$ cat config.mk
export PLATFORM = sky130hd
export DESIGN_NAME = ps2_key_decoder_flat
export DESIGN_NICKNAME = d
export VERILOG_FILES = /design/src/rtl/ps2_key_decoder_pkg.sv /design/src/rtl/ps2_key_decoder_if.sv /design/src/rtl/ps2_frame_rx.sv /design/src/rtl/ps2_key_decoder.sv /design/src/flat_wrapper.sv
export SDC_FILE = /design/constraint.sdc
export NUM_CORES = 1
export LEC_CHECK = 0
export ABC_AREA = 1
export CAP_MARGIN = 20
export CORE_UTILIZATION = 60
export DETAILED_ROUTE_END_ITERATION = 8
export PLACE_DENSITY_LB_ADDON = 0.12
export SETUP_SLACK_MARGIN = 0.3
export SLEW_MARGIN = 20
export SYNTH_ARGS = -nofsm -noshare
export SYNTH_HDL_FRONTEND = slang
export SYNTH_HIERARCHICAL = 1
export SYNTH_SLANG_ARGS = --single-unit
$ cat constraint.sdc
create_clock -name clock -period 4 [get_ports clock]
set_input_delay 0.4 -clock clock [delete_from_list [all_inputs] [get_ports clock]]
set_output_delay 0.4 -clock clock [all_outputs]
set_load 0.005 [all_outputs]
$ cat src/rtl/ps2_key_decoder_pkg.sv
// Shared constants for the PS/2 key decoder: scan codes (set 2), ASCII codes,
// frame FSM state encoding and the scan-code-to-ASCII mapping.
package ps2_key_decoder_pkg;

  // Prefix and release codes
  localparam logic [7:0] SC_EXT   = 8'hE0;
  localparam logic [7:0] SC_BREAK = 8'hF0;

  // Letter make codes
  localparam logic [7:0] SC_A = 8'h1C, SC_B = 8'h32, SC_C = 8'h21, SC_D = 8'h23;
  localparam logic [7:0] SC_E = 8'h24, SC_F = 8'h2B, SC_G = 8'h34, SC_H = 8'h33;
  localparam logic [7:0] SC_I = 8'h43, SC_J = 8'h3B, SC_K = 8'h42, SC_L = 8'h4B;
  localparam logic [7:0] SC_M = 8'h3A, SC_N = 8'h31, SC_O = 8'h44, SC_P = 8'h4D;
  localparam logic [7:0] SC_Q = 8'h15, SC_R = 8'h2D, SC_S = 8'h1B, SC_T = 8'h2C;
  localparam logic [7:0] SC_U = 8'h3C, SC_V = 8'h2A, SC_W = 8'h1D, SC_X = 8'h22;
  localparam logic [7:0] SC_Y = 8'h35, SC_Z = 8'h1A;
  localparam logic [7:0] SC_ENTER = 8'h5A;
  localparam logic [7:0] SC_BKSP  = 8'h66;

  // ASCII values presented on key
  localparam logic [7:0] KEY_NONE  = 8'h00;
  localparam logic [7:0] KEY_ENTER = 8'h0A;
  localparam logic [7:0] KEY_BKSP  = 8'h08;

  typedef enum logic [1:0] {
    ST_IDLE   = 2'd0,
    ST_DATA   = 2'd1,
    ST_PARITY = 2'd2,
    ST_STOP   = 2'd3
  } frame_state_t;

  // KEY_NONE doubles as the "unmapped" marker since no mapped key is 8'h00.
  function automatic logic [7:0] scan_to_ascii(input logic [7:0] code);
    logic [7:0] ascii;
    case (code)
      SC_A: ascii = 8'h41;  SC_B: ascii = 8'h42;  SC_C: ascii = 8'h43;
      SC_D: ascii = 8'h44;  SC_E: ascii = 8'h45;  SC_F: ascii = 8'h46;
      SC_G: ascii = 8'h47;  SC_H: ascii = 8'h48;  SC_I: ascii = 8'h49;
      SC_J: ascii = 8'h4A;  SC_K: ascii = 8'h4B;  SC_L: ascii = 8'h4C;
      SC_M: ascii = 8'h4D;  SC_N: ascii = 8'h4E;  SC_O: ascii = 8'h4F;
      SC_P: ascii = 8'h50;  SC_Q: ascii = 8'h51;  SC_R: ascii = 8'h52;
      SC_S: ascii = 8'h53;  SC_T: ascii = 8'h54;  SC_U: ascii = 8'h55;
      SC_V: ascii = 8'h56;  SC_W: ascii = 8'h57;  SC_X: ascii = 8'h58;
      SC_Y: ascii = 8'h59;  SC_Z: ascii = 8'h5A;
      SC_ENTER: ascii = KEY_ENTER;
      SC_BKSP:  ascii = KEY_BKSP;
      default:  ascii = KEY_NONE;
    endcase
    return ascii;
  endfunction

endpackage

$ cat src/rtl/ps2_key_decoder_if.sv
// Key interface between the PS/2 decoder (master) and the game control FSM (slave).
interface ps2_key_decoder_if;
  logic [7:0] key;
  logic       key_valid;
  logic       parity_err;

  modport master (output key, key_valid, parity_err);
  modport slave  (input  key, key_valid, parity_err);
endinterface

$ cat src/rtl/ps2_frame_rx.sv
// PS/2 frame receiver: synchronises the raw pins, detects falling edges of the
// PS/2 clock and assembles 11-bit frames into bytes with odd parity checking.
module ps2_frame_rx
  import ps2_key_decoder_pkg::*;
#(
  parameter int TIMEOUT_CYCLES = 50000,
  parameter int SYNC_STAGES    = 2
) (
  input  logic       clock,
  input  logic       reset,
  input  logic       ps2_clk,
  input  logic       ps2_dat,
  output logic [7:0] rx_byte,
  output logic       byte_strobe,
  output logic       parity_err
);

  localparam int CW = (TIMEOUT_CYCLES > 2) ? $clog2(TIMEOUT_CYCLES) : 1;
  localparam logic [CW-1:0] TMO_LAST = CW'(TIMEOUT_CYCLES - 1);

  logic [SYNC_STAGES-1:0] clk_sync_reg;
  logic [SYNC_STAGES-1:0] dat_sync_reg;
  logic                   clk_prev_reg;
  logic                   clk_s;
  logic                   dat_s;
  logic                   fall_edge;

  frame_state_t  state_reg;
  logic [2:0]    bitcnt_reg;
  logic [7:0]    shift_reg;
  logic          par_reg;
  logic [CW-1:0] tmo_reg;

  assign clk_s     = clk_sync_reg[SYNC_STAGES-1];
  assign dat_s     = dat_sync_reg[SYNC_STAGES-1];
  assign fall_edge = clk_prev_reg & ~clk_s;

  // Synchroniser chains for both pins (idle-high) plus the previous synced clock.
  always_ff @(posedge clock or posedge reset) begin
    if (reset) begin
      clk_sync_reg <= '1;
      dat_sync_reg <= '1;
      clk_prev_reg <= 1'b1;
    end else begin
      clk_sync_reg <= {clk_sync_reg[SYNC_STAGES-2:0], ps2_clk};
      dat_sync_reg <= {dat_sync_reg[SYNC_STAGES-2:0], ps2_dat};
      clk_prev_reg <= clk_s;
    end
  end

  // Frame FSM with mid-frame timeout; strobe and error outputs are one-cycle pulses.
  always_ff @(posedge clock or posedge reset) begin
    if (reset) begin
      state_reg   <= ST_IDLE;
      bitcnt_reg  <= 3'd0;
      shift_reg   <= 8'h00;
      par_reg     <= 1'b0;
      tmo_reg     <= '0;
      rx_byte     <= 8'h00;
      byte_strobe <= 1'b0;
      parity_err  <= 1'b0;
    end else begin
      byte_strobe <= 1'b0;
      parity_err  <= 1'b0;
      if (state_reg == ST_IDLE) begin
        tmo_reg <= '0;
        if (fall_edge && !dat_s) begin
          state_reg  <= ST_DATA;
          bitcnt_reg <= 3'd0;
        end
      end else if (fall_edge) begin
        tmo_reg <= '0;
        case (state_reg)
          ST_DATA: begin
            // LSB arrives first, so shift in from the top.
            shift_reg  <= {dat_s, shift_reg[7:1]};
            bitcnt_reg <= bitcnt_reg + 3'd1;
            if (bitcnt_reg == 3'd7) state_reg <= ST_PARITY;
          end
          ST_PARITY: begin
            par_reg   <= dat_s;
            state_reg <= ST_STOP;
          end
          ST_STOP: begin
            if ((^{shift_reg, par_reg}) && dat_s) begin
              rx_byte     <= shift_reg;
              byte_strobe <= 1'b1;
            end else begin
              parity_err  <= 1'b1;
            end
            state_reg <= ST_IDLE;
          end
          default: state_reg <= ST_IDLE;
        endcase
      end else if (tmo_reg == TMO_LAST) begin
        // Abandoned frame: drop it quietly.
        state_reg <= ST_IDLE;
        tmo_reg   <= '0;
      end else begin
        tmo_reg <= tmo_reg + 1'b1;
      end
    end
  end

endmodule

$ cat src/rtl/ps2_key_decoder.sv
// PS/2 keyboard decoder: turns scan code set 2 make/break sequences into the
// ASCII of the currently held key, with a pulse on every accepted make code.
module ps2_key_decoder
  import ps2_key_decoder_pkg::*;
#(
  parameter int TIMEOUT_CYCLES = 50000,
  parameter int SYNC_STAGES    = 2
) (
  input  logic               clock,
  input  logic               reset,
  input  logic               ps2_clk,
  input  logic               ps2_dat,
  ps2_key_decoder_if.master  key_bus
);

  logic [7:0] rx_byte;
  logic       rx_strobe;
  logic       rx_perr;
  logic [7:0] mapped;

  logic [7:0] key_reg;
  logic       valid_reg;
  logic       ext_pending_reg;
  logic       break_pending_reg;

  ps2_frame_rx #(
    .TIMEOUT_CYCLES (TIMEOUT_CYCLES),
    .SYNC_STAGES    (SYNC_STAGES)
  ) u_frame_rx (
    .clock       (clock),
    .reset       (reset),
    .ps2_clk     (ps2_clk),
    .ps2_dat     (ps2_dat),
    .rx_byte     (rx_byte),
    .byte_strobe (rx_strobe),
    .parity_err  (rx_perr)
  );

  assign mapped = scan_to_ascii(rx_byte);

  // Make/break decode: last pressed key wins, release only clears a matching key.
  always_ff @(posedge clock or posedge reset) begin
    if (reset) begin
      key_reg           <= KEY_NONE;
      valid_reg         <= 1'b0;
      ext_pending_reg   <= 1'b0;
      break_pending_reg <= 1'b0;
    end else begin
      valid_reg <= 1'b0;
      if (rx_perr) begin
        // A corrupted byte may have been a prefix; forget any pending state.
        ext_pending_reg   <= 1'b0;
        break_pending_reg <= 1'b0;
      end else if (rx_strobe) begin
        if (rx_byte == SC_EXT) begin
          ext_pending_reg <= 1'b1;
        end else if (rx_byte == SC_BREAK) begin
          break_pending_reg <= 1'b1;
        end else if (ext_pending_reg) begin
          // Extended keys are not mapped; swallow the byte.
          ext_pending_reg   <= 1'b0;
          break_pending_reg <= 1'b0;
        end else if (break_pending_reg) begin
          if (mapped == key_reg && key_reg != KEY_NONE) key_reg <= KEY_NONE;
          break_pending_reg <= 1'b0;
        end else if (mapped != KEY_NONE) begin
          key_reg   <= mapped;
          valid_reg <= 1'b1;
        end
      end
    end
  end

  assign key_bus.key        = key_reg;
  assign key_bus.key_valid  = valid_reg;
  assign key_bus.parity_err = rx_perr;

endmodule
$ cat src/flat_wrapper.sv
// flat-port wrapper written by rule: the top's interface ports become plain ports
module ps2_key_decoder_flat import ps2_key_decoder_pkg::*;
#(
  parameter int TIMEOUT_CYCLES = 50000,
  parameter int SYNC_STAGES    = 2
)
  (clock, reset, ps2_clk, ps2_dat, key_bus_key, key_bus_key_valid, key_bus_parity_err);
  ps2_key_decoder_if key_bus_i ();
  input  logic clock;
  input  logic reset;
  input  logic ps2_clk;
  input  logic ps2_dat;
  output wire logic [$bits(key_bus_i.key)-1:0] key_bus_key;
  output wire logic [$bits(key_bus_i.key_valid)-1:0] key_bus_key_valid;
  output wire logic [$bits(key_bus_i.parity_err)-1:0] key_bus_parity_err;
  assign key_bus_key = key_bus_i.key;
  assign key_bus_key_valid = key_bus_i.key_valid;
  assign key_bus_parity_err = key_bus_i.parity_err;
  ps2_key_decoder #(.TIMEOUT_CYCLES(TIMEOUT_CYCLES), .SYNC_STAGES(SYNC_STAGES)) u_core (.clock(clock), .reset(reset), .ps2_clk(ps2_clk), .ps2_dat(ps2_dat), .key_bus(key_bus_i));
endmodule
; ---- Yosys cells after proc, flatten, opt, wreduce, memory -nomap -nowiden
; Memory sizes are Yosys's and may differ from the RTL's.
; Index checks and enable logic that the tools add are counted.
[op_classes]
add_sub_neg = 2
eq_ne = 13
mux = 40
bitwise = 7
n_reduce_logical = 21
[ops]
columns = op, n
row1 = 16-bit two-way mux, 3
row2 = 8-bit two-way mux, 4
row3 = 1-bit two-way mux, 23
row4 = 16-bit by 1-bit adder with 16-bit output (second input constant), 1
row5 = 16-bit equality test (second input constant), 1
row6 = 8-bit equality test (second input constant), 2
row7 = 8-bit nonzero test, 2
row8 = 3-bit two-way mux, 4
row9 = 3-bit AND reduction, 4
row10 = 2-bit two-way mux, 5
row11 = 9-bit parity, 1
row12 = 8-bit equality test, 1
row13 = 2-bit nonzero test, 4
row14 = 7-bit AND reduction, 1
row15 = 1-bit NOT, 6
row16 = 2-bit equality test (second input constant), 2
row17 = 2-bit != test (second input constant), 2
row18 = 4-bit != test (second input constant), 1
row19 = 2-bit one-hot mux with 2 select lines, 1
row20 = 2-bit AND reduction, 2
row21 = 4-bit AND reduction, 1
row22 = 3-bit by 1-bit adder with 3-bit output (second input constant), 1
row23 = 3-bit equality test (second input constant), 1
row24 = 1-bit logical AND, 3
row25 = 7 further kinds, 7
[totals]
ff_bits = 56
mem_bits_ro = 768
input_bits = 4
output_inout_bits = 10
word_cells = 99
mem_count = 1
[memory_table]
columns = name, depth, width, read_ports, rd_ports_with_merged_regs, write_ports, line
row1 = (no name shown), 128, 6, 1, 0, 0, ps2_key_decoder_pkg.sv:35  ; case (code)

; ---- Longest topological paths before layout
; An unclocked memory read counts as a cell.
[logic_depth]
word_depth = 10
depth_mapped = 18
mapped_depth_nobuf = 18

; ---- Hierarchy
; Netlist, hierarchy kept.
[by_module_without_submodules]
columns = module, n_inst, cells_each, area_each_um2, seq_area_each_um2
row1 = ps2_frame_rx, 1, 252, 2210.9, 1132.3
row2 = ps2_key_decoder, 1, 232, 1377.6, 225.2

; ---- Worst setup path after synthesis
; OpenSTA, ideal clock, no wires.
[synth_timing]
path_kind = register to register
startpoint = register u_core.u_frame_rx.rx_byte[1]
endpoint = register u_core.key_reg[0], in the netlist u_core/key_bus.key[0]
setup_time_ps = 65
t_arrival_ps = 1891
required_time_ps = 3935
path_slack_ps = 2044
stages_incl_launch_ff = 17
path_buffers = 0
synth_period_minus_slack_ps = 1956
cell_sequence = dfrtp_1 -> inv_1 -> ha_1 -> nand2_4 -> nand2_1 -> nand2_1 -> o21ai_1 -> nand2_1 -> nand2_1 -> nand2_1 -> nand2_1 -> nand3_2 -> nor2_4 -> nand3_4 -> nand2_4 -> nand2_1 -> nand2_1
[synth_via]
elab_chain_len = 6
word_cells_on_any_way = 14
cone_classes = eq/ne: 4 / mux: 3 / bitwise: 2 / reduce/logical: 4 / memory: 1
[synth_rtl]
columns = item, line
row1 = "start, declared", ps2_frame_rx.sv:13  ; output logic [7:0] rx_byte,
row2 = "start signal, assigned", ps2_frame_rx.sv:86  ; rx_byte <= shift_reg;
row3 = memory 128 x 6 bit, n/a
row4 = 8-bit two-way mux, ps2_key_decoder_pkg.sv:35
row5 = 8-bit equality test, ps2_key_decoder.sv:64  ; if (mapped == key_reg && key_reg != KEY_NONE) key_reg <= KEY_NONE;
row6 = 1-bit logical AND, ps2_key_decoder.sv:64
row7 = 2-bit != test (no source line), n/a
row8 = 7-bit AND reduction (no source line), n/a
row9 = "end signal, assigned", ps2_key_decoder.sv:67  ; key_reg <= mapped;
row10 = "end, declared", ps2_key_decoder.sv:21  ; logic [7:0] key_reg;
; Parallel ways exist; a longest one is shown, timed or not. The select of a mux whose other input is x is not followed.
; A chain may end at the register's enable or synchronous reset.

; ---- Worst setup path after layout
[layout_timing]
startpoint = register u_core.u_frame_rx.rx_byte[1]
endpoint = register u_core.key_reg[4], in the netlist u_core/key_bus.key[4]
; Same word-level chain as after synthesis.

==> flow_metrics.tcl <==
set metrics [dict create \
    port_buffers 11 \
    timing.hold.ws_ns 0.363 \
    layout_commonest_cell "nand2_1" \
    syn_to_final_growth_pct 6.38 \
    min_to "u_core/u_frame_rx/clk_sync_reg[1]" \
    synth_seq_cells 54 \
    antenna_found_initial 0 \
    crit_start "u_core/u_frame_rx/rx_byte[1]" \
    grt_max_degree 46 \
    num_vias 3062 \
    grt_overflow 0 \
    synth_top_area_cell "dfrtp_1" \
    wl_um 6930 \
    synthTopCellsByArea "dfrtp_1 (34%), nand2_1 (16%), nand3_1 (5.6%)" \
    status "completed" \
    numCtsBuffers 5 \
    cp_slowest_cell "dfrtp_1" \
    firstDrtPassIters 4 \
    drc 0 \
    layout.cells.non_filler 566 \
    hp-start "u_core/u_frame_rx/clk_sync_reg[0]" \
    stdcell_area_mm2 0.00382 \
    cts_resized 0 \
    postCtsSetupBuffers 0 \
    setup_viol 0 \
    htreeDepth 2 \
    dpl_cell_area_mm2 0.00371 \
    power_leakage_nw 1.91 \
    rr_startpoint "u_core/u_frame_rx/rx_byte[1]" \
    core-area_mm2 0.00564 \
    final_hold_viol_count 0 \
    power_density_mw_per_mm2 374 \
    fmax_ghz 0.435 \
    drive_gt1_frac 0.138 \
    synth_warnings 6 \
    clk_latency_ns 0.30 \
    root_buffer "clkbuf_8" \
    cp.required_ns 4.25 \
    drv_cap 0 \
    grt_pass1_wl_um 12100 \
    synth.distinct_cells 38 \
    fp-row-count 27 \
    skew_ns 0.0147 \
    worst_slew_pin_slew_ns 0.535 \
    maxSlewViolCount 0 \
    crit_path_end_kind "register" \
    post-route-period-util 0.575 \
    cts_tree "built" \
    vias_per_cell 5.41 \
    clock_path_buffers 2 \
    worst_ep_arrival_time_ns 2.55 \
    dp.cells 558 \
    chipHeight_um 79.3 \
    start_util 0.636 \
    reg2reg_depth 16 \
    cts_num_sinks 54 \
    largest_reg_flops 16 \
    netlist_area_mm2 0.00359 \
    crit_chain "inv_1 -> ha_1 -> nand2_4 -> nand2_1 -> nand2_1 -> o21ai_1 -> nand2_1 -> nand2_1 -> nand2_1 -> nand2_1 -> nand3_2 -> nor2_4 -> nand3_4 -> nand2_4 -> nand2_1 -> nand2_1" \
    hold_buffers 0 \
    final_antenna_net_count 0 \
    synth_edf_count 0 \
    ir_drop_v 0.000249 \
    grt_pass1_vias 2893 \
    dpl.hpwl_um 5320 \
    finalWorstPathRequiredPeriod_ns 2.30 \
    cp_slowest_stage_delay_ns 0.44 \
    avgSynthCellArea_um2 7.41 \
    slew_headroom 0.644 \
    wire_per_inst_um 12.2 \
    worst_setup_path_start_kind "register" \
    path_clk_slew_ns 0.09 \
    synthFlopType "dfrtp_1" \
    reg2reg_slack_ns 1.70 \
    final_cell_mix "nand2_1 (155), inv_1 (52), dfrtp_1 (49), nand3_1 (40), nor2_1 (34)" \
    utilization 0.677 \
    diodes 0 \
    synth-async-reset-ratio 1.00 \
    critPathMaxFanout 7 \
    die_x_um 79.3 \
    cp_common_cell "nand2_1" \
    grt_setup_unrepaired "false" \
    min_path_cells 0 \
    r2r_end "u_core/key_bus.key[4]" \
    drt_iter0_drc 181 \
    hp-class "register to register" \
    place_congestion 0.890 \
    fin_nets 511 \
    critical_path_class "register to register" \
    top_level_ports 14 \
    ys_seq_area_frac 0.378 \
    setup-tns-final_ns 0 \
    synth_top_area_share 0.342 \
    grt_usage 0.246 \
    synth_cells 484 \
    die-area_mm2 0.00629 \
]
worst max-delay path, delay by kind of cell (launching register included):
| family | cells | cell delay (ns) |
|---|---|---|
| simple gates | 13 | 1.17 |
| fa+ha+maj | 1 | 0.29 |
| flops | 1 | 0.44 |
| compound gates | 1 | 0.16 |
| buf+inv | 1 | 0.20 |
worst max-delay path by stage:
stage / to / slack [ns] / cells past startpoint
after floorplan: u_core/key_bus.key[0] / 2.04 / 16
final: u_core/key_bus.key[4] / 1.70 / 16
after detailed placement: u_core/key_bus.key[4] / 1.72 / 18
after global placement: u_core/key_bus.key[3] / 1.77 / 16
after CTS: u_core/key_bus.key[4] / 1.71 / 18
after global routing: u_core/key_bus.key[3] / 1.45 / 16
kinds of logic (layout without fill, tap and decap cells):
family,after synthesis,count (layout),synth area share
adder cells (fa/ha/maj),14,14,0.0488
other,1,2,0.00105
AND/OR/NAND/NOR,293,293,0.396
AO/OA/AOI/OAI,45,45,0.0739
flip-flops,54,54,0.378
XOR/XNOR,5,5,0.0122
buffers and inverters,72,81,0.0893
report_power, final:
group	internal [W]	switching [W]	total, W
clock network	0.000187	0.000165	0.000352
registers	0.000604	0.0000664	0.000670
logic	0.000144	0.000263	0.000406
total	0.000935	0.000494	0.00143
through the flow:
stage | setup WS, ns | total power, W
after floorplan | 2.04 | 0.00101
after global placement | 1.77 | 0.00107
after detailed placement | 1.72 | 0.00109
after CTS | 1.71 | 0.00144
after global routing | 1.45 | 0.00153
final | 1.70 | 0.00143
cells in the mapped netlist (3+ instances only):
cell type / number
nand2_1: 155
inv_1: 53
dfrtp_1: 49
nand3_1: 40
nor2_1: 34
o21ai_0: 17
nand2_2: 16
ha_1: 14
nand4_1: 13
a21oi_1: 10
nand3_2: 9
inv_2: 7
nor2_4: 7
dfstp_2: 5
nor2_2: 5
nor3_1: 5
o21ai_1: 5
buf_6: 4
a21oi_2: 3
buf_4: 3
nand2_4: 3
nand3_4: 3
o31ai_1: 3
xnor2_1: 3
metal layers:
metal,routed length (um),track usage,vias to the layer above
li1,-,-,1552
met1,3050,0.291,1426
met2,3520,0.441,70
met3,229,0.0425,14
met4,129,0.0982,0
met5,0,0,-
layout make-up:
| cell class | instances | area [um2] |
|---|---|---|
| Timing Repair Buffer | 12 | 118 |
| Clock buffer | 7 | 76.3 |
| Sequential cell | 54 | 1360 |
| Tap cell | 72 | 90.1 |
| Fill cell | 480 | 1820 |
| Clock inverter | 1 | 30.0 |
| Multi-Input combinational cell | 359 | 1910 |
| Inverter | 61 | 231 |
No activity file was read; power rests on OpenSTA's default activity.
==> RTL edit 1, RTL diff (same flow settings) <==
`TIMEOUT_CYCLES` is set to 50000 in 3 places; all go to 200000.
--- a/src/rtl/ps2_frame_rx.sv
+++ b/src/rtl/ps2_frame_rx.sv
@@ -3,7 +3,7 @@
 module ps2_frame_rx
   import ps2_key_decoder_pkg::*;
 #(
-  parameter int TIMEOUT_CYCLES = 50000,
+  parameter int TIMEOUT_CYCLES = 200000,
   parameter int SYNC_STAGES    = 2
 ) (
   input  logic       clock,
--- a/src/rtl/ps2_key_decoder.sv
+++ b/src/rtl/ps2_key_decoder.sv
@@ -3,7 +3,7 @@
 module ps2_key_decoder
   import ps2_key_decoder_pkg::*;
 #(
-  parameter int TIMEOUT_CYCLES = 50000,
+  parameter int TIMEOUT_CYCLES = 200000,
   parameter int SYNC_STAGES    = 2
 ) (
   input  logic               clock,
--- a/src/flat_wrapper.sv
+++ b/src/flat_wrapper.sv
@@ -1,7 +1,7 @@
 // flat-port wrapper written by rule: the top's interface ports become plain ports
 module ps2_key_decoder_flat import ps2_key_decoder_pkg::*;
 #(
-  parameter int TIMEOUT_CYCLES = 50000,
+  parameter int TIMEOUT_CYCLES = 200000,
   parameter int SYNC_STAGES    = 2
 )
   (clock, reset, ps2_clk, ps2_dat, key_bus_key, key_bus_key_valid, key_bus_parity_err);
Check against the original RTL: no difference found for any inputs over 10 cycles, from zero or initial values and one cycle with reset high; that may be too few to reach the edited logic, so the function may still have changed.
==> RTL edit 1 against the original RTL <==
Power fell by 0.61%. Sequential cell count rose by 2. Area after synthesis rose by 6.2%. Setup slack got worse by 12 ps. Routed wire length rose by 8.2%. Cell area rose by 5.4%. Worst hold slack got worse by 3.3 ps. Synthesized cell count rose by 11%. Critical path depth did not move. Largest power group unchanged.
==> RTL edit 1: results (changes against the original RTL) <==
* Global-route usage over all layers at 25.0% (was 24.6%)
* Dpl cells at 609 (was 558)
* Hpwl dp at 5630 um (was 5320 um)
* Share of post-route cells with drive strength above 1 at 12.9% (was 13.8%)
* Worst IR Drop VDD at 0.289 mV (was 0.249 mV)
* Number of global-route vias before repair at 3023 (was 2893)
* Area contributors post-synth: dfrtp_1 (33%), nand2_1 (18%), nand3_1 (5.9%) (was dfrtp_1 (34%), nand2_1 (16%), nand3_1 (5.6%))
* Avg WL per Cell at 12.1 um (was 12.2 um)
* Netlist cell types at 37 (was 38)
* CTS Buffer Depth at 2 (unchanged)
* Status: finished, final reports clean (unchanged)
* Crit path DAT at 2570 ps (was 2550 ps)
* DRT Pass-1 Iters at 5 (was 4)
* Max FFs per register at 18 (was 16)
* Synth Instances at 535 (was 484)
* Initial antenna violation count at 0 (unchanged)
* First-pass GRT wire length at 13000 um (was 12100 um)
* RD Place Congestion at 0.878 (was 0.890)
* Final WL at 7500 um (was 6930 um)
* Clock transition at path regs at 110 ps (was 90 ps)
* Layout Nets at 560 (was 511)
* Fill count at 553 (was 480)
* Largest net degree at the start of global routing at 48 (was 46)
* DRT iter0 DRCs at 178 (was 181)
* Sequential area share after synthesis at 36.9% (was 37.8%)
* Relative slew slack at 58.2% (was 64.4%)
* Setup Slack @ Placement at 1710 ps (was 1720 ps)
* Clk_skew at 21.2 ps (was 14.7 ps)
* P_leak at 2.12 nW (was 1.91 nW)
* Vias per inst at 5.40 (was 5.41)
RTL edit 1: layout make-up:
class / count / area [um2] / area share [%]
well taps: 75 / 93.8 / 2.33
clock inverters: 2 / 13.8 / 0.342
clock buffers: 6 / 72.6 / 1.80
flip-flops and latches: 56 / 1410 / 35.0
repair buffers: 12 / 130 / 3.23
multi-input cells: 401 / 2060 / 51.1
inverters: 66 / 250 / 6.22
RTL edit 1: path summary, 6_finish.rpt:
kind / cells past startpoint / slack (ps) / end / start
worst min-delay path: 0 / 360 / u_core/u_frame_rx/dat_sync_reg[1] / u_core/u_frame_rx/dat_sync_reg[0]
worst max-delay path: 16 / 1690 / u_core/key_bus.key[3] / u_core/u_frame_rx/rx_byte[1]
min in group asynchronous: 2 / 380 / u_core/key_bus.key[1] / reset
max in group asynchronous: 3 / 2980 / u_core/u_frame_rx/dat_sync_reg[0] / reset
worst max register to register: 16 / 1690 / u_core/key_bus.key[3] / u_core/u_frame_rx/rx_byte[1]
worst min register to register: 0 / 360 / u_core/u_frame_rx/dat_sync_reg[1] / u_core/u_frame_rx/dat_sync_reg[0]
RTL edit 1: per-stage QoR:
stage               power [W]  cell area (um2)  utilization, %
global route          0.00153             4030            66.8
detailed placement    0.00112             3920            65.0
finish                0.00142             4030            66.8
global placement      0.00110             3920            65.0
CTS                   0.00143             4010            66.5
floorplan             0.00104             3810               -
RTL edit 1: power breakdown:
part	internal, W	total (W)	switching (W)
clock	0.000125	0.000303	0.000177
sequential	0.000625	0.000695	0.0000700
combinational	0.000139	0.000422	0.000283
total	0.000890	0.00142	0.000530
RTL edit 1: routing by layer:
layer	part of all wire (%)	wire length (um)	track usage (%)
met5	0	0	0
met4	0.93	70	5.79
met3	4.0	303	3.78
met2	50	3720	43.8
met1	45	3410	32.6
RTL edit 1: worst register-to-register path, cell delays in order (launching register included):
cell and delay (ps):
dfrtp_1 450, inv_1 200, ha_1 290, nand2_4 100, nand2_1 120, nand2_1 90, o21ai_1 140, nand2_1 70
nand2_1 70, nand2_1 100, nand2_1 100, nand3_2 90, nor2_4 130, nand3_4 120, nand2_4 110, nand2_1 60
nand2_1 50
RTL edit 1: cells by family after synthesis:
family / count (synthesis) / synth area share (%)
other cells: 1 / 0.0984
buf+inv: 79 / 9.16
fa+ha+maj: 14 / 4.60
simple gates: 343 / 42.5
flops: 56 / 36.9
compound gates: 37 / 5.55
xor+xnor: 5 / 1.15
==> RTL edit 2, RTL diff (same flow settings) <==
Without the edit above. Make the reset (`reset`) synchronous in 3 clocked blocks.
--- a/src/rtl/ps2_frame_rx.sv
+++ b/src/rtl/ps2_frame_rx.sv
@@ -36,7 +36,7 @@
   assign fall_edge = clk_prev_reg & ~clk_s;
 
   // Synchroniser chains for both pins (idle-high) plus the previous synced clock.
-  always_ff @(posedge clock or posedge reset) begin
+  always_ff @(posedge clock) begin
     if (reset) begin
       clk_sync_reg <= '1;
       dat_sync_reg <= '1;
@@ -49,7 +49,7 @@
   end
 
   // Frame FSM with mid-frame timeout; strobe and error outputs are one-cycle pulses.
-  always_ff @(posedge clock or posedge reset) begin
+  always_ff @(posedge clock) begin
     if (reset) begin
       state_reg   <= ST_IDLE;
       bitcnt_reg  <= 3'd0;
--- a/src/rtl/ps2_key_decoder.sv
+++ b/src/rtl/ps2_key_decoder.sv
@@ -39,7 +39,7 @@
   assign mapped = scan_to_ascii(rx_byte);
 
   // Make/break decode: last pressed key wins, release only clears a matching key.
-  always_ff @(posedge clock or posedge reset) begin
+  always_ff @(posedge clock) begin
     if (reset) begin
       key_reg           <= KEY_NONE;
       valid_reg         <= 1'b0;
Behaviour: no difference found for any inputs over 10 cycles, from zero or initial values and one cycle with reset high; that may be too few to reach the edited logic, so the function may still have changed.
==> RTL edit 2 against the original RTL <==
Sequential share of layout area fell by 6.1 points. Cell area fell by 3.8%. Setup slack got worse by 430 ps. Routed wire length rose by 6.3%. Sequential cell count did not move. Area after synthesis fell by 3.8%. Core utilization fell by 1.4 points.
Power is not compared: it rests on default switching activity, and its combinational part moved more than twofold at a synthesized area within 25%.
==> RTL edit 2: results (changes against the original RTL) <==
* CP max stage cell: dfxtp_1 (was dfrtp_1)
* Global-route usage over all layers at 26.8% (was 24.6%)
* Hold path depth at 1 (was 0)
* Post-DP Area at 0.00357 mm2 (was 0.00371 mm2)
* FF-to-FF Start: u_core/u_frame_rx/rx_byte[1] (unchanged)
* Complex-gate fraction of the synthesized area at 8.33% (was 7.39%)
* Ys async rst share at 0% (was 100%)
* DRT iter0 DRCs at 190 (was 181)
* Netlist cell types at 33 (was 38)
* Dpl cells at 598 (was 558)
* FF/Latch Area at 0.00108 mm2 (was 0.00136 mm2)
* Clk_skew at 6.47 ps (was 14.7 ps)
* Area contributors post-synth: dfxtp_1 (31%), nand2_1 (16%), nand3_1 (8.1%) (was dfrtp_1 (34%), nand2_1 (16%), nand3_1 (5.6%))
* Relative slew slack at 54.2% (was 64.4%)
* Worst-path fanout max at 12 (was 7)
* Non-Filler Instances at 606 (was 566)
* R2r setup slk at 1270 ps (was 1700 ps)
* Crit path DAT at 2920 ps (was 2550 ps)
* Util after Layout at 66.3% (was 67.7%)
* Final hold slack at 415 ps (was 363 ps)
* RD Place Congestion at 0.880 (was 0.890)
* Status: finished, final reports clean (unchanged)
* Final WL at 7360 um (was 6930 um)
* Met3 wire len at 313 um (was 229 um)
* Top_reg_cell synth: dfxtp_1 (was dfrtp_1)
* Synth Area in XOR/XNOR at 3.55% (was 1.22%)
* Sequential area share after synthesis at 31.3% (was 37.8%)
* Signal inverters at 72 (was 61)
* Post-synth top cells: nand2_1 (148), inv_1 (67), nand3_1 (56), dfxtp_1 (54), nor2_1 (41) (was nand2_1 (155), inv_1 (53), dfrtp_1 (49), nand3_1 (40), nor2_1 (34))
* First-pass GRT wire length at 13300 um (was 12100 um)
* Share of post-route cells with drive strength above 1 at 8.24% (was 13.8%)
* Synth Instances at 529 (was 484)
* Setup Slack @ Placement at 1380 ps (was 1720 ps)
* Met2 WL post-DR at 3440 um (was 3520 um)
* Fill count at 537 (was 480)
* Multi-input combinational cell area at 0.00201 mm2 (was 0.00191 mm2)
* DRT met1 WL at 3500 um (was 3050 um)
* Multi-input gate count at 388 (was 359)
* Hold Path End: u_core/u_frame_rx/dat_sync_reg[1] (was u_core/u_frame_rx/clk_sync_reg[1])
* Worst reg2reg endpoint: u_core/key_bus.key[2] (was u_core/key_bus.key[4])
-- RTL edit 2: layer usage --
| metal | vias up | GRT usage, % |
|---|---|---|
| met2 | 84 | 45.0 |
| met4 | 0 | 9.06 |
| met1 | 1503 | 33.8 |
| met5 | - | 0 |
| li1 | 1687 | - |
| met3 | 14 | 5.53 |
-- RTL edit 2: worst max path at each step --
stage | start | to | slack, ps | cells after the start
after CTS | u_core/u_frame_rx/rx_byte[1] | u_core/key_bus.key[3] | 1360 | 16
after global routing | u_core/u_frame_rx/rx_byte[1] | u_core/key_bus.key[3] | 960 | 16
after detailed placement | u_core/u_frame_rx/rx_byte[1] | u_core/key_bus.key[3] | 1380 | 16
after global placement | u_core/u_frame_rx/rx_byte[1] | u_core/key_bus.key[6] | 1390 | 16
final | u_core/u_frame_rx/rx_byte[1] | u_core/key_bus.key[2] | 1270 | 16
after floorplan | u_core/u_frame_rx/rx_byte[1] | u_core/key_bus.key[2] | 1850 | 17
